File: config.mk
export PLATFORM = sky130hd
export DESIGN_NAME = rf_read_port_arbiter_flat
export DESIGN_NICKNAME = d
export VERILOG_FILES = /design/src/rtl/rf_read_port_arbiter_pkg.sv /design/src/rtl/rf_read_port_arbiter_if.sv /design/src/rtl/rf_read_port_arbiter_picker.sv /design/src/rtl/rf_read_port_arbiter.sv /design/src/flat_wrapper.sv
export SDC_FILE = /design/constraint.sdc
export NUM_CORES = 1
export LEC_CHECK = 0
export ABC_AREA = 0
export CORE_MARGIN = 3
export CORE_UTILIZATION = 40
export DETAILED_ROUTE_END_ITERATION = 10
export GPL_TIMING_DRIVEN = 0
export PLACE_DENSITY = 0.86
export SYNTH_ARGS = -nofsm -noshare
export SYNTH_HDL_FRONTEND = slang
export SYNTH_HIERARCHICAL = 1
export SYNTH_SLANG_ARGS = --single-unit
File: constraint.sdc
create_clock -name CLK -period 2.7 [get_ports CLK]
set_clock_uncertainty 0.1 [all_clocks]
set_input_delay 0.27 -clock CLK [delete_from_list [all_inputs] [get_ports CLK]]
set_output_delay 0.27 -clock CLK [all_outputs]
set_load 0.01 [all_outputs]
File: src/rtl/rf_read_port_arbiter_pkg.sv
// -----------------------------------------------------------------------------
// rf_read_port_arbiter_pkg
// Shared definitions for the register-file read-port arbiter:
//   - arb_state_e     : arbiter FSM state encoding (IDLE / SEL)
//   - RF_ARB_*        : default widths and requester count
//   - rr_next_idx()   : round-robin successor of a requester index
// -----------------------------------------------------------------------------
package rf_read_port_arbiter_pkg;

    typedef enum logic {
        ST_IDLE = 1'b0,
        ST_SEL  = 1'b1
    } arb_state_e;

    localparam int RF_ARB_NUM_REQ = 4;
    localparam int RF_ARB_ADDR_W  = 5;
    localparam int RF_ARB_DATA_W  = 32;

    // Index following idx in a ring of n requesters.
    function automatic int unsigned rr_next_idx(input int unsigned idx, input int unsigned n);
        return (idx + 1 >= n) ? 0 : idx + 1;
    endfunction

endpackage

File: src/rtl/rf_read_port_arbiter_if.sv
// -----------------------------------------------------------------------------
// rf_read_port_arbiter_if
// Bundles the requester handshake and the external read-mux connection.
//   REQ       : per-requester read request (level)
//   REQ_ADDR  : packed register indices, requester i at [i*ADDR_W +: ADDR_W]
//   GNT       : one-hot, one-cycle grant pulse
//   MUX_S     : select driven to the external 32:1 mux
//   MUX_Y     : data returned by the external mux
//   RD_DATA   : captured read data
//   RD_VALID  : one-hot, one-cycle; RD_DATA belongs to that requester
//   BUSY      : high while the arbiter is in its SEL state
// Modports: slave = the arbiter, master = requesters plus the mux.
// -----------------------------------------------------------------------------
interface rf_read_port_arbiter_if #(
    parameter int NUM_REQ = 4,
    parameter int ADDR_W  = 5,
    parameter int DATA_W  = 32
) ();
    logic [NUM_REQ-1:0]        REQ;
    logic [NUM_REQ*ADDR_W-1:0] REQ_ADDR;
    logic [NUM_REQ-1:0]        GNT;
    logic [ADDR_W-1:0]         MUX_S;
    logic [DATA_W-1:0]         MUX_Y;
    logic [DATA_W-1:0]         RD_DATA;
    logic [NUM_REQ-1:0]        RD_VALID;
    logic                      BUSY;

    modport slave (
        input  REQ, REQ_ADDR, MUX_Y,
        output GNT, MUX_S, RD_DATA, RD_VALID, BUSY
    );

    modport master (
        output REQ, REQ_ADDR, MUX_Y,
        input  GNT, MUX_S, RD_DATA, RD_VALID, BUSY
    );
endinterface

File: src/rtl/rf_read_port_arbiter_picker.sv
// -----------------------------------------------------------------------------
// rr_priority_picker
// Combinational round-robin picker: finds the first set request bit at or
// above ptr_i, wrapping at NUM_REQ.
//   req_i     : request vector
//   ptr_i     : index holding highest priority
//   win_o     : one-hot winner (all zero when no request)
//   win_idx_o : binary winner index (don't-care when no request)
// -----------------------------------------------------------------------------
module rr_priority_picker #(
    parameter int NUM_REQ = 4,
    parameter int IDX_W   = $clog2(NUM_REQ)
) (
    input  logic [NUM_REQ-1:0] req_i,
    input  logic [IDX_W-1:0]   ptr_i,
    output logic [NUM_REQ-1:0] win_o,
    output logic [IDX_W-1:0]   win_idx_o
);
    logic [2*NUM_REQ-1:0] dbl;
    logic [NUM_REQ-1:0]   rot;
    logic [IDX_W-1:0]     first;
    logic [IDX_W:0]       sum;
    logic                 found;

    always_comb begin
        // Rotate right by ptr so the priority holder lands at bit 0.
        dbl   = {req_i, req_i} >> ptr_i;
        rot   = dbl[NUM_REQ-1:0];
        found = 1'b0;
        first = '0;
        for (int i = 0; i < NUM_REQ; i++) begin
            if (!found && rot[i]) begin
                found = 1'b1;
                first = IDX_W'(i);
            end
        end
        // Rotate back: offset plus ptr, modulo NUM_REQ.
        sum = {1'b0, first} + {1'b0, ptr_i};
        if (sum >= (IDX_W+1)'(NUM_REQ)) begin
            sum = sum - (IDX_W+1)'(NUM_REQ);
        end
        win_idx_o = sum[IDX_W-1:0];
        win_o     = found ? ({{(NUM_REQ-1){1'b0}}, 1'b1} << win_idx_o) : '0;
    end
endmodule

File: src/rtl/rf_read_port_arbiter.sv
// -----------------------------------------------------------------------------
// rf_read_port_arbiter
// Shares one register-file read port among NUM_REQ requesters with
// round-robin priority. A read takes two cycles: the IDLE edge picks a winner
// and drives its register index onto MUX_S; the SEL edge captures MUX_Y into
// RD_DATA and pulses RD_VALID for that requester.
// Ports:
//   CLK : clock, rising edge
//   RST : synchronous active-high reset; wins over every other update
//   bus : rf_read_port_arbiter_if.slave (REQ, REQ_ADDR, GNT, MUX_S, MUX_Y,
//         RD_DATA, RD_VALID, BUSY)
// -----------------------------------------------------------------------------
module rf_read_port_arbiter
    import rf_read_port_arbiter_pkg::*;
#(
    parameter int NUM_REQ = RF_ARB_NUM_REQ,
    parameter int ADDR_W  = RF_ARB_ADDR_W,
    parameter int DATA_W  = RF_ARB_DATA_W
) (
    input logic                   CLK,
    input logic                   RST,
    rf_read_port_arbiter_if.slave bus
);
    localparam int IDX_W = $clog2(NUM_REQ);

    arb_state_e          state_q,    state_d;
    logic [IDX_W-1:0]    ptr_q,      ptr_d;
    logic [IDX_W-1:0]    win_idx_q,  win_idx_d;
    logic [NUM_REQ-1:0]  gnt_q,      gnt_d;
    logic [NUM_REQ-1:0]  rd_valid_q, rd_valid_d;
    logic [ADDR_W-1:0]   mux_s_q,    mux_s_d;
    logic [DATA_W-1:0]   rd_data_q,  rd_data_d;

    logic [NUM_REQ-1:0]  win;
    logic [IDX_W-1:0]    win_idx;
    logic [ADDR_W-1:0]   win_addr;

    rr_priority_picker #(
        .NUM_REQ (NUM_REQ),
        .IDX_W   (IDX_W)
    ) u_picker (
        .req_i     (bus.REQ),
        .ptr_i     (ptr_q),
        .win_o     (win),
        .win_idx_o (win_idx)
    );

    // Register index of the current winner.
    always_comb begin
        win_addr = '0;
        for (int i = 0; i < NUM_REQ; i++) begin
            if (win_idx == IDX_W'(i)) begin
                win_addr = bus.REQ_ADDR[i*ADDR_W +: ADDR_W];
            end
        end
    end

    always_comb begin
        state_d    = state_q;
        ptr_d      = ptr_q;
        win_idx_d  = win_idx_q;
        gnt_d      = '0;
        rd_valid_d = '0;
        mux_s_d    = mux_s_q;
        rd_data_d  = rd_data_q;
        case (state_q)
            ST_IDLE: begin
                // MUX_S moves only here, so Y is settled for the whole SEL cycle.
                if (|bus.REQ) begin
                    mux_s_d   = win_addr;
                    gnt_d     = win;
                    win_idx_d = win_idx;
                    state_d   = ST_SEL;
                end
            end
            ST_SEL: begin
                // REQ is ignored here; gnt_q still holds the winner one-hot.
                rd_data_d  = bus.MUX_Y;
                rd_valid_d = gnt_q;
                ptr_d      = IDX_W'(rr_next_idx(32'(win_idx_q), NUM_REQ));
                state_d    = ST_IDLE;
            end
            default: state_d = ST_IDLE;
        endcase
    end

    always_ff @(posedge CLK) begin
        if (RST) begin
            state_q    <= ST_IDLE;
            ptr_q      <= '0;
            win_idx_q  <= '0;
            gnt_q      <= '0;
            rd_valid_q <= '0;
            mux_s_q    <= '0;
            rd_data_q  <= '0;
        end else begin
            state_q    <= state_d;
            ptr_q      <= ptr_d;
            win_idx_q  <= win_idx_d;
            gnt_q      <= gnt_d;
            rd_valid_q <= rd_valid_d;
            mux_s_q    <= mux_s_d;
            rd_data_q  <= rd_data_d;
        end
    end

    assign bus.GNT      = gnt_q;
    assign bus.RD_VALID = rd_valid_q;
    assign bus.MUX_S    = mux_s_q;
    assign bus.RD_DATA  = rd_data_q;
    assign bus.BUSY     = (state_q == ST_SEL);
endmodule
File: src/flat_wrapper.sv
// flat-port wrapper written by rule: the top's interface ports become plain ports
module rf_read_port_arbiter_flat import rf_read_port_arbiter_pkg::*;
#(
    parameter int NUM_REQ = RF_ARB_NUM_REQ,
    parameter int ADDR_W  = RF_ARB_ADDR_W,
    parameter int DATA_W  = RF_ARB_DATA_W
)
  (CLK, RST, bus_REQ, bus_REQ_ADDR, bus_MUX_Y, bus_GNT, bus_MUX_S, bus_RD_DATA, bus_RD_VALID, bus_BUSY);
  rf_read_port_arbiter_if #(.NUM_REQ(NUM_REQ), .ADDR_W(ADDR_W), .DATA_W(DATA_W)) bus_i ();
  input logic CLK;
  input logic RST;
  input wire logic [$bits(bus_i.REQ)-1:0] bus_REQ;
  input wire logic [$bits(bus_i.REQ_ADDR)-1:0] bus_REQ_ADDR;
  input wire logic [$bits(bus_i.MUX_Y)-1:0] bus_MUX_Y;
  output wire logic [$bits(bus_i.GNT)-1:0] bus_GNT;
  output wire logic [$bits(bus_i.MUX_S)-1:0] bus_MUX_S;
  output wire logic [$bits(bus_i.RD_DATA)-1:0] bus_RD_DATA;
  output wire logic [$bits(bus_i.RD_VALID)-1:0] bus_RD_VALID;
  output wire logic [$bits(bus_i.BUSY)-1:0] bus_BUSY;
  assign bus_i.REQ = bus_REQ;
  assign bus_i.REQ_ADDR = bus_REQ_ADDR;
  assign bus_i.MUX_Y = bus_MUX_Y;
  assign bus_GNT = bus_i.GNT;
  assign bus_MUX_S = bus_i.MUX_S;
  assign bus_RD_DATA = bus_i.RD_DATA;
  assign bus_RD_VALID = bus_i.RD_VALID;
  assign bus_BUSY = bus_i.BUSY;
  rf_read_port_arbiter #(.NUM_REQ(NUM_REQ), .ADDR_W(ADDR_W), .DATA_W(DATA_W)) u_core (.CLK(CLK), .RST(RST), .bus(bus_i));
endmodule
==> reports/metrics.cfg, run 1 <==
[detailed_routing]
firstDrtPassIters = 4
wl_per_cell_um = 13.4
drc = 0
vias = 1902
drt_iter0_markers = 32
drtAntennaViolNets = 0
wirelength_um = 5260
viasPerCell = 4.86

[placed_design]
post-place-cells = 382
hpwl_um = 4090
gp_congestion = 0.752
io_buffer_count = 102

[yosys]
avgSynthCellArea_um2 = 10.3
synth_edf_count = 0
synth_seq_cells = 50
ys_types = 32
synth_area_mm2 = 0.00216
synthesis.instances = 210
synth_seq_area_share = 0.464
syn_nets = 270
netlist_top_cells_area = dfxtp_1, mux2i_1, nor2_1, mux4_2, a21oi_1
async_flop_share = 0
synth_top_cell_by_area = dfxtp_1
ys_dominant_reg_cell = dfxtp_1
ys_warn_count = 6
synth_top_area_frac = 0.464

[setup_path]
critPathKind = in2reg
crit_start = bus_REQ[2]
worstPathMaxFanout = 8
cp_slowest_cell = clkdlybuf4s50_1
critPathMaxStageDelay_ns = 0.48
ff2ff_path_depth = 11
cp_cell_sequence = clkdlybuf4s50_1 -> buf_4 -> nor2_2 -> nor3_1 -> a21oi_1 -> o211ai_1 -> ha_2 -> xnor2_2 -> xnor2_2 -> buf_4 -> mux4_2 -> nand3_1 -> a21oi_1
required_ns = 2.80
arrival_ns = 2.71
rr_startpoint = u_core/ptr_q[0]$_SDFFE_PP0P_
end_kind = register
critPathLaunchType = primary input

[worst_hold_path]
hold_start = RST
hold_path_depth = 2
holdCritPathClass = in2reg

[global_route]
top_usage_layer = met2
grt_max_degree = 18
overflow = 0
grtUsageMet3 = 0.0587
grt_pass1_vias = 1904
antenna_found_initial = 0
use_met1 = 0.203
met2_usage = 0.285
grt_pass1_wl_um = 8450
track_usage = 0.169

[cts]
clockBufferDepth = 2
tritoncts = yes
cts_made_buffers = 5
ctsHtreeMaxLevel = 2
clock_sinks = 50
clock_latency_ns = 0.30
cts_hold_buffers = 0
root_buffer = clkbuf_8
clk_pin_slew_worst_paths_ns = 0.10

[sta]
finalSetupTns_ns = 0
relSlewSlack = 0.656
final-setup-viol-count = 0
tightest_slew_ns = 0.512
fmax_ghz = 0.383
timing.final.crit_share = 0.966
finalHoldViolCount = 0
finalMaxSlewViolations = 0
fin_crit_ns = 2.61

[floorplan]
ios = 104
dieHeight_um = 79.5
core_area_mm2 = 0.00517
rows = 26
die-area_mm2 = 0.00631
start_util = 0.417
die_x_um = 79.5

[run]
cap_viol_max_count = 0

[power_and_ir_drop]
power.total_mw = 1.88
p_leak_nw = 1.35
ir_worst_vdd_mv = 0.305
power.density_mw_per_mm2 = 548

[final_layout]
nets = 380
finalNonFillerCells = 391
antenna_cells = 0
areaGrowthSynthToFinish_pct = 58.8
nFillCells = 449
drive_above_1_share = 0.106

[run_status]
outcome = complete, no violations

## area by class of cell
class / instances / area, um^2 / share of cell area
multi-input cells: 143 / 1060 / 0.310
repair buffers: 104 / 1040 / 0.304
flip-flops and latches: 50 / 1000 / 0.292
plain buffers: 14 / 106 / 0.0310
well taps: 70 / 87.6 / 0.0256
clock buffers: 5 / 68.8 / 0.0201
clock inverters: 3 / 48.8 / 0.0142
inverters: 2 / 7.51 / 0.00219
## metrics by stage
stage / area (um^2) / hold slack [ns] / worst slack [ns] / util
final: 3430 / 0.0769 / 0.0913 / 0.663
after global routing: 3430 / 0.0717 / -0.000729 / 0.663
after CTS: 3410 / 0.0706 / 0.0407 / 0.659
after detailed placement: 3270 / 0.341 / -0.587 / 0.632
after global placement: 3270 / 0.335 / -0.442 / 0.632
after floorplan: 2160 / 0.317 / 0.375 / -
## metal layers
metal	part of all wire	up-vias
li1	-	949
met3	0.093	8
met2	0.49	84
met5	0	-
met1	0.41	861
met4	0.0099	0
## power by group
group,internal [mW],switching [mW],leakage (nW)
Sequential,0.794,0.0286,0.410
Clock,0.282,0.259,0.0563
Combinational,0.305,0.210,0.882
## flip-flops by register name (all words and copies together), names as in the netlist
name	flops
u_core/bus.RD_DATA	32
u_core/ptr_q	2
u_core/bus.BUSY	1
u_core/win_idx_q	2
u_core/bus.MUX_S	5
u_core/bus.RD_VALID	4
u_core/bus.GNT	4
## final timing paths
path	slack (ns)	to
min	0.08	u_core/bus.MUX_S[4]$_SDFFE_PP0P_
max	0.09	u_core/bus.MUX_S[0]$_SDFFE_PP0P_
max reg2reg	0.29	u_core/bus.MUX_S[0]$_SDFFE_PP0P_
min reg2reg	0.36	u_core/bus.RD_VALID[3]$_SDFF_PP0_
## cells by family (layout without fill, tap and decap cells)
logic type,Yosys count,in the layout,synth area share
AO/OA/AOI/OAI,25,25,0.0736
XOR/XNOR,3,3,0.0122
adder cells (fa/ha/maj),2,2,0.0116
flip-flops,50,50,0.464
AND/OR/NAND/NOR,70,70,0.157
buffers and inverters,17,128,0.0539
multiplexers,43,43,0.228
## cells in the mapped netlist, types with 2 or more instances
cell and number:
o22a_1 2, nand2_1 6, mux4_2 5, nand2b_1 4, clkbuf_1 4, o21ai_1 7
buf_6 2, ha_1 2, and2_1 8, a21oi_1 10, clkbuf_8 3, nand3_1 7
nor3_1 2, dfxtp_1 50, xnor2_1 2, buf_2 6, nor2_1 38, mux2i_1 38
## repair_timing
action | 4_1_cts | 5_1_grt
endpoints found under the hold margin | 0 | 0
gates resized for setup | 2 | 8
endpoints found under the setup margin | 5 | 5
pin swaps | 1 | 1
buffers inserted | 1 | 1
## critical path: cells and delay by family
kind,cells,cell delay [ns]
buffers and inverters,3,0.85
xor gates and xnor gates,2,0.39
AOI/OAI and AO/OA,3,0.34
and+or+nand+nor,3,0.33
muxes,1,0.31
adders and majority gates,1,0.22
## cell usage in the layout (no fill, tap or decap), drive strengths merged, types with 3 or more instances in the layout
cell type,Yosys,final
nand2b,4,4
and2,8,8
nand3,7,7
mux2i,38,38
clkdlybuf4s50,0,99
o21ai,7,7
a21oi,10,10
nand2,6,6
clkbuf,7,12
dfxtp,50,50
mux4,5,5
buf,8,9
nor2,38,38
dlymetal6s2s,0,3
inv,2,3
nor3,3,3
(Power assumes the default switching activity.)
==> inputs of run 2 (changes only) <==
--- a/config.mk
+++ b/config.mk
@@ -11,6 +11,7 @@
 export DETAILED_ROUTE_END_ITERATION = 10
 export GPL_TIMING_DRIVEN = 0
 export PLACE_DENSITY = 0.86
+export RECOVER_POWER = 25
 export SYNTH_ARGS = -nofsm -noshare
 export SYNTH_HDL_FRONTEND = slang
 export SYNTH_HIERARCHICAL = 1
==> run 2 against run 1 <==
Against the previous run:
- maximum frequency is 1.2% higher
- register-to-register slack hardly changed
- hold slack better by 0.00053 ns
- final cell count stayed put
- design area is 1.1% lower
- setup slack better by 0.031 ns
- non-clock buffer count stayed put
- combinational power is 1% lower
- die area stayed put
- routed wire length is 0.27% lower
- critical path type unchanged
- critical endpoint unchanged
- largest cell class unchanged
==> reports/metrics.cfg, run 2 (synthesis results as in run 1) <==
[final_layout]
final_cell_mix = clkdlybuf4s50_1, dfxtp_1, mux2i_1
antenna_cells = 0  ; unchanged
nets = 380  ; unchanged
drive_above_1_share = 0.0872  ; -0.0187
nFillCells = 456  ; +1.6%
final_common_cell = clkdlybuf4s50_1
largest_register_ffs = 32  ; unchanged
seq_area_mm2 = 0.00100  ; unchanged
areaGrowthSynthToFinish_pct = 57.1
multi_input_area_mm2 = 0.00105  ; -1.4%
fin_util = 0.656  ; -0.00701

[setup_path]
critPathTopFamily = buffers and inverters
end_kind = register
worstPathMaxFanout = 8  ; unchanged
cp_cell_sequence = clkdlybuf4s50_1 -> buf_4 -> nor2_2 -> nor3_1 -> a21oi_1 -> o211ai_1 -> ha_2 -> xnor2_2 -> xnor2_2 -> buf_4 -> mux4_2 -> nand3_1 -> a21oi_1
rr_startpoint = u_core/ptr_q[0]$_SDFFE_PP0P_
ff2ff_path_depth = 11  ; unchanged
critPathLaunchType = primary input
critPathKind = in2reg
rrSetupSlack_ns = 0.28  ; about the same
cp_slowest_cell = clkdlybuf4s50_1
crit_buf_inv = 3  ; unchanged
arrival_ns = 2.68  ; -0.03 ns
required_ns = 2.80  ; about the same
critPathMaxStageDelay_ns = 0.44  ; -0.04 ns
regToRegEndpoint = u_core/bus.MUX_S[0]$_SDFFE_PP0P_

[run_status]
outcome = complete, no violations

[global_route]
antenna_found_initial = 0  ; unchanged
overflow = 0  ; unchanged
grt_pass1_wl_um = 8450  ; unchanged
grt_pass1_vias = 1904  ; unchanged
track_usage = 0.169  ; unchanged
grt_max_degree = 18  ; unchanged

[sta]
tightest_slew_ns = 1.34  ; +0.828 ns
timing.final.crit_share = 0.955  ; -0.0114
fin_crit_ns = 2.58  ; -0.0308 ns
setup_ws_ns = 0.122  ; +0.0308 ns
finalMaxSlewViolations = 0  ; unchanged
finalHoldViolCount = 0  ; unchanged
relSlewSlack = 0.0981  ; -0.558
fmax_ghz = 0.388  ; +1.2%
rsz0062_at_grt = no
final-setup-viol-count = 0  ; unchanged

[worst_hold_path]
hold_path_depth = 2  ; unchanged
holdCritPathClass = in2reg
hold_start = RST
min_to = u_core/bus.MUX_S[4]$_SDFFE_PP0P_

[cts]
root_buffer = clkbuf_8
tritoncts = yes
cts_made_buffers = 5  ; unchanged
ctsHtreeMaxLevel = 2  ; unchanged
clk_pin_slew_worst_paths_ns = 0.10  ; about the same
clockBufferDepth = 2  ; unchanged
clock_latency_ns = 0.30  ; about the same
clock_sinks = 50  ; unchanged

[detailed_routing]
drt_iter0_markers = 41  ; +28%
wirelength_um = 5240  ; -0.27%
wl_per_cell_um = 13.4  ; -0.27%
drc = 0  ; unchanged
vias = 1900  ; -0.11%
drtAntennaViolNets = 0  ; unchanged
viasPerCell = 4.86  ; -0.11%
firstDrtPassIters = 4  ; unchanged

[floorplan]
core_area_mm2 = 0.00517  ; unchanged
die_x_um = 79.5  ; unchanged
rows = 26  ; unchanged
dieHeight_um = 79.5  ; unchanged
start_util = 0.417  ; unchanged
ios = 104  ; unchanged
die-area_mm2 = 0.00631  ; unchanged

[placed_design]
io_buffer_count = 102  ; unchanged
dpl_worst_slack_ns = -0.587  ; unchanged
hpwl_um = 4090  ; unchanged
gp_congestion = 0.752  ; unchanged

[power_and_ir_drop]
switching_share = 0.265  ; about the same
pwr-share-clk = 0.289  ; about the same
ir_worst_vdd_mv = 0.305  ; -0.13%
intPower_mw = 1.38  ; -0.35%
p_leak_nw = 1.32  ; -1.9%
power.density_mw_per_mm2 = 552  ; +0.72%
p_sw_mw = 0.496  ; -0.32%
power_frac_comb = 0.272  ; -0.002
power.share.sequential = 0.439  ; about the same

[run]
cap_viol_max_count = 0  ; unchanged

-- run 2: what timing repair did --
action,CTS,global route
pin swaps,1,1
endpoints found under the setup margin,5,5
hold buffers,0,0
gates resized for setup,2,8
buffers inserted,1,1
endpoints found under the hold margin,0,0
-- run 2: power by group through the flow --
stage / sequential, mW / combinational [mW] / clock, mW
finish: 0.822 / 0.509 / 0.542
floorplan: 0.861 / 0.246 / 0
detailed placement: 0.840 / 0.501 / 0
CTS: 0.823 / 0.514 / 0.560
global placement: 0.836 / 0.490 / 0
global route: 0.831 / 0.552 / 0.583
-- run 2: how the worst max path moves through the flow --
stage | startpoint | to | slack, ns | depth (start not counted)
after floorplan | bus_REQ[2] | u_core/bus.MUX_S[0]$_SDFFE_PP0P_ | 0.37 | 11
after global placement | bus_REQ[2] | u_core/bus.MUX_S[0]$_SDFFE_PP0P_ | -0.44 | 12
after detailed placement | bus_REQ[2] | u_core/bus.MUX_S[0]$_SDFFE_PP0P_ | -0.59 | 12
after CTS | bus_REQ[2] | u_core/bus.MUX_S[0]$_SDFFE_PP0P_ | 0.04 | 13
after global routing | bus_REQ[2] | u_core/bus.MUX_S[0]$_SDFFE_PP0P_ | 0.05 | 12
final | bus_REQ[2] | u_core/bus.MUX_S[0]$_SDFFE_PP0P_ | 0.12 | 13
-- run 2: cell type report --
type | count | area share
tap | 70 | 0.0258
inverter | 2 | 0.00221
clock inverter | 3 | 0.0144
sequential | 50 | 0.295
multi-input combinational | 143 | 0.309
buffer | 14 | 0.0251
timing repair buffer | 104 | 0.308
clock buffer | 5 | 0.0203
-- run 2: metrics by stage --
stage,cells,cell area [um^2],power [mW],setup TNS [ns],hold slack [ns]
2_1_floorplan,210,2160,1.11,0,0.317
6_report,391,3390,1.87,0,0.0774
5_1_grt,391,3390,1.97,0,0.0717
4_1_cts,391,3410,1.90,0,0.0706
3_5_place_dp,382,3270,1.34,-3.00,0.341
3_3_place_gp,382,3270,1.33,-2.20,0.335
-- run 2: metal layers --
layer | vias to the layer above | GRT usage | part of all wire
li1 | 947 | - | -
met2 | 80 | 0.285 | 0.49
met5 | - | 0 | 0
met4 | 0 | 0.0515 | 0.0099
met3 | 8 | 0.0587 | 0.091
met1 | 865 | 0.203 | 0.41
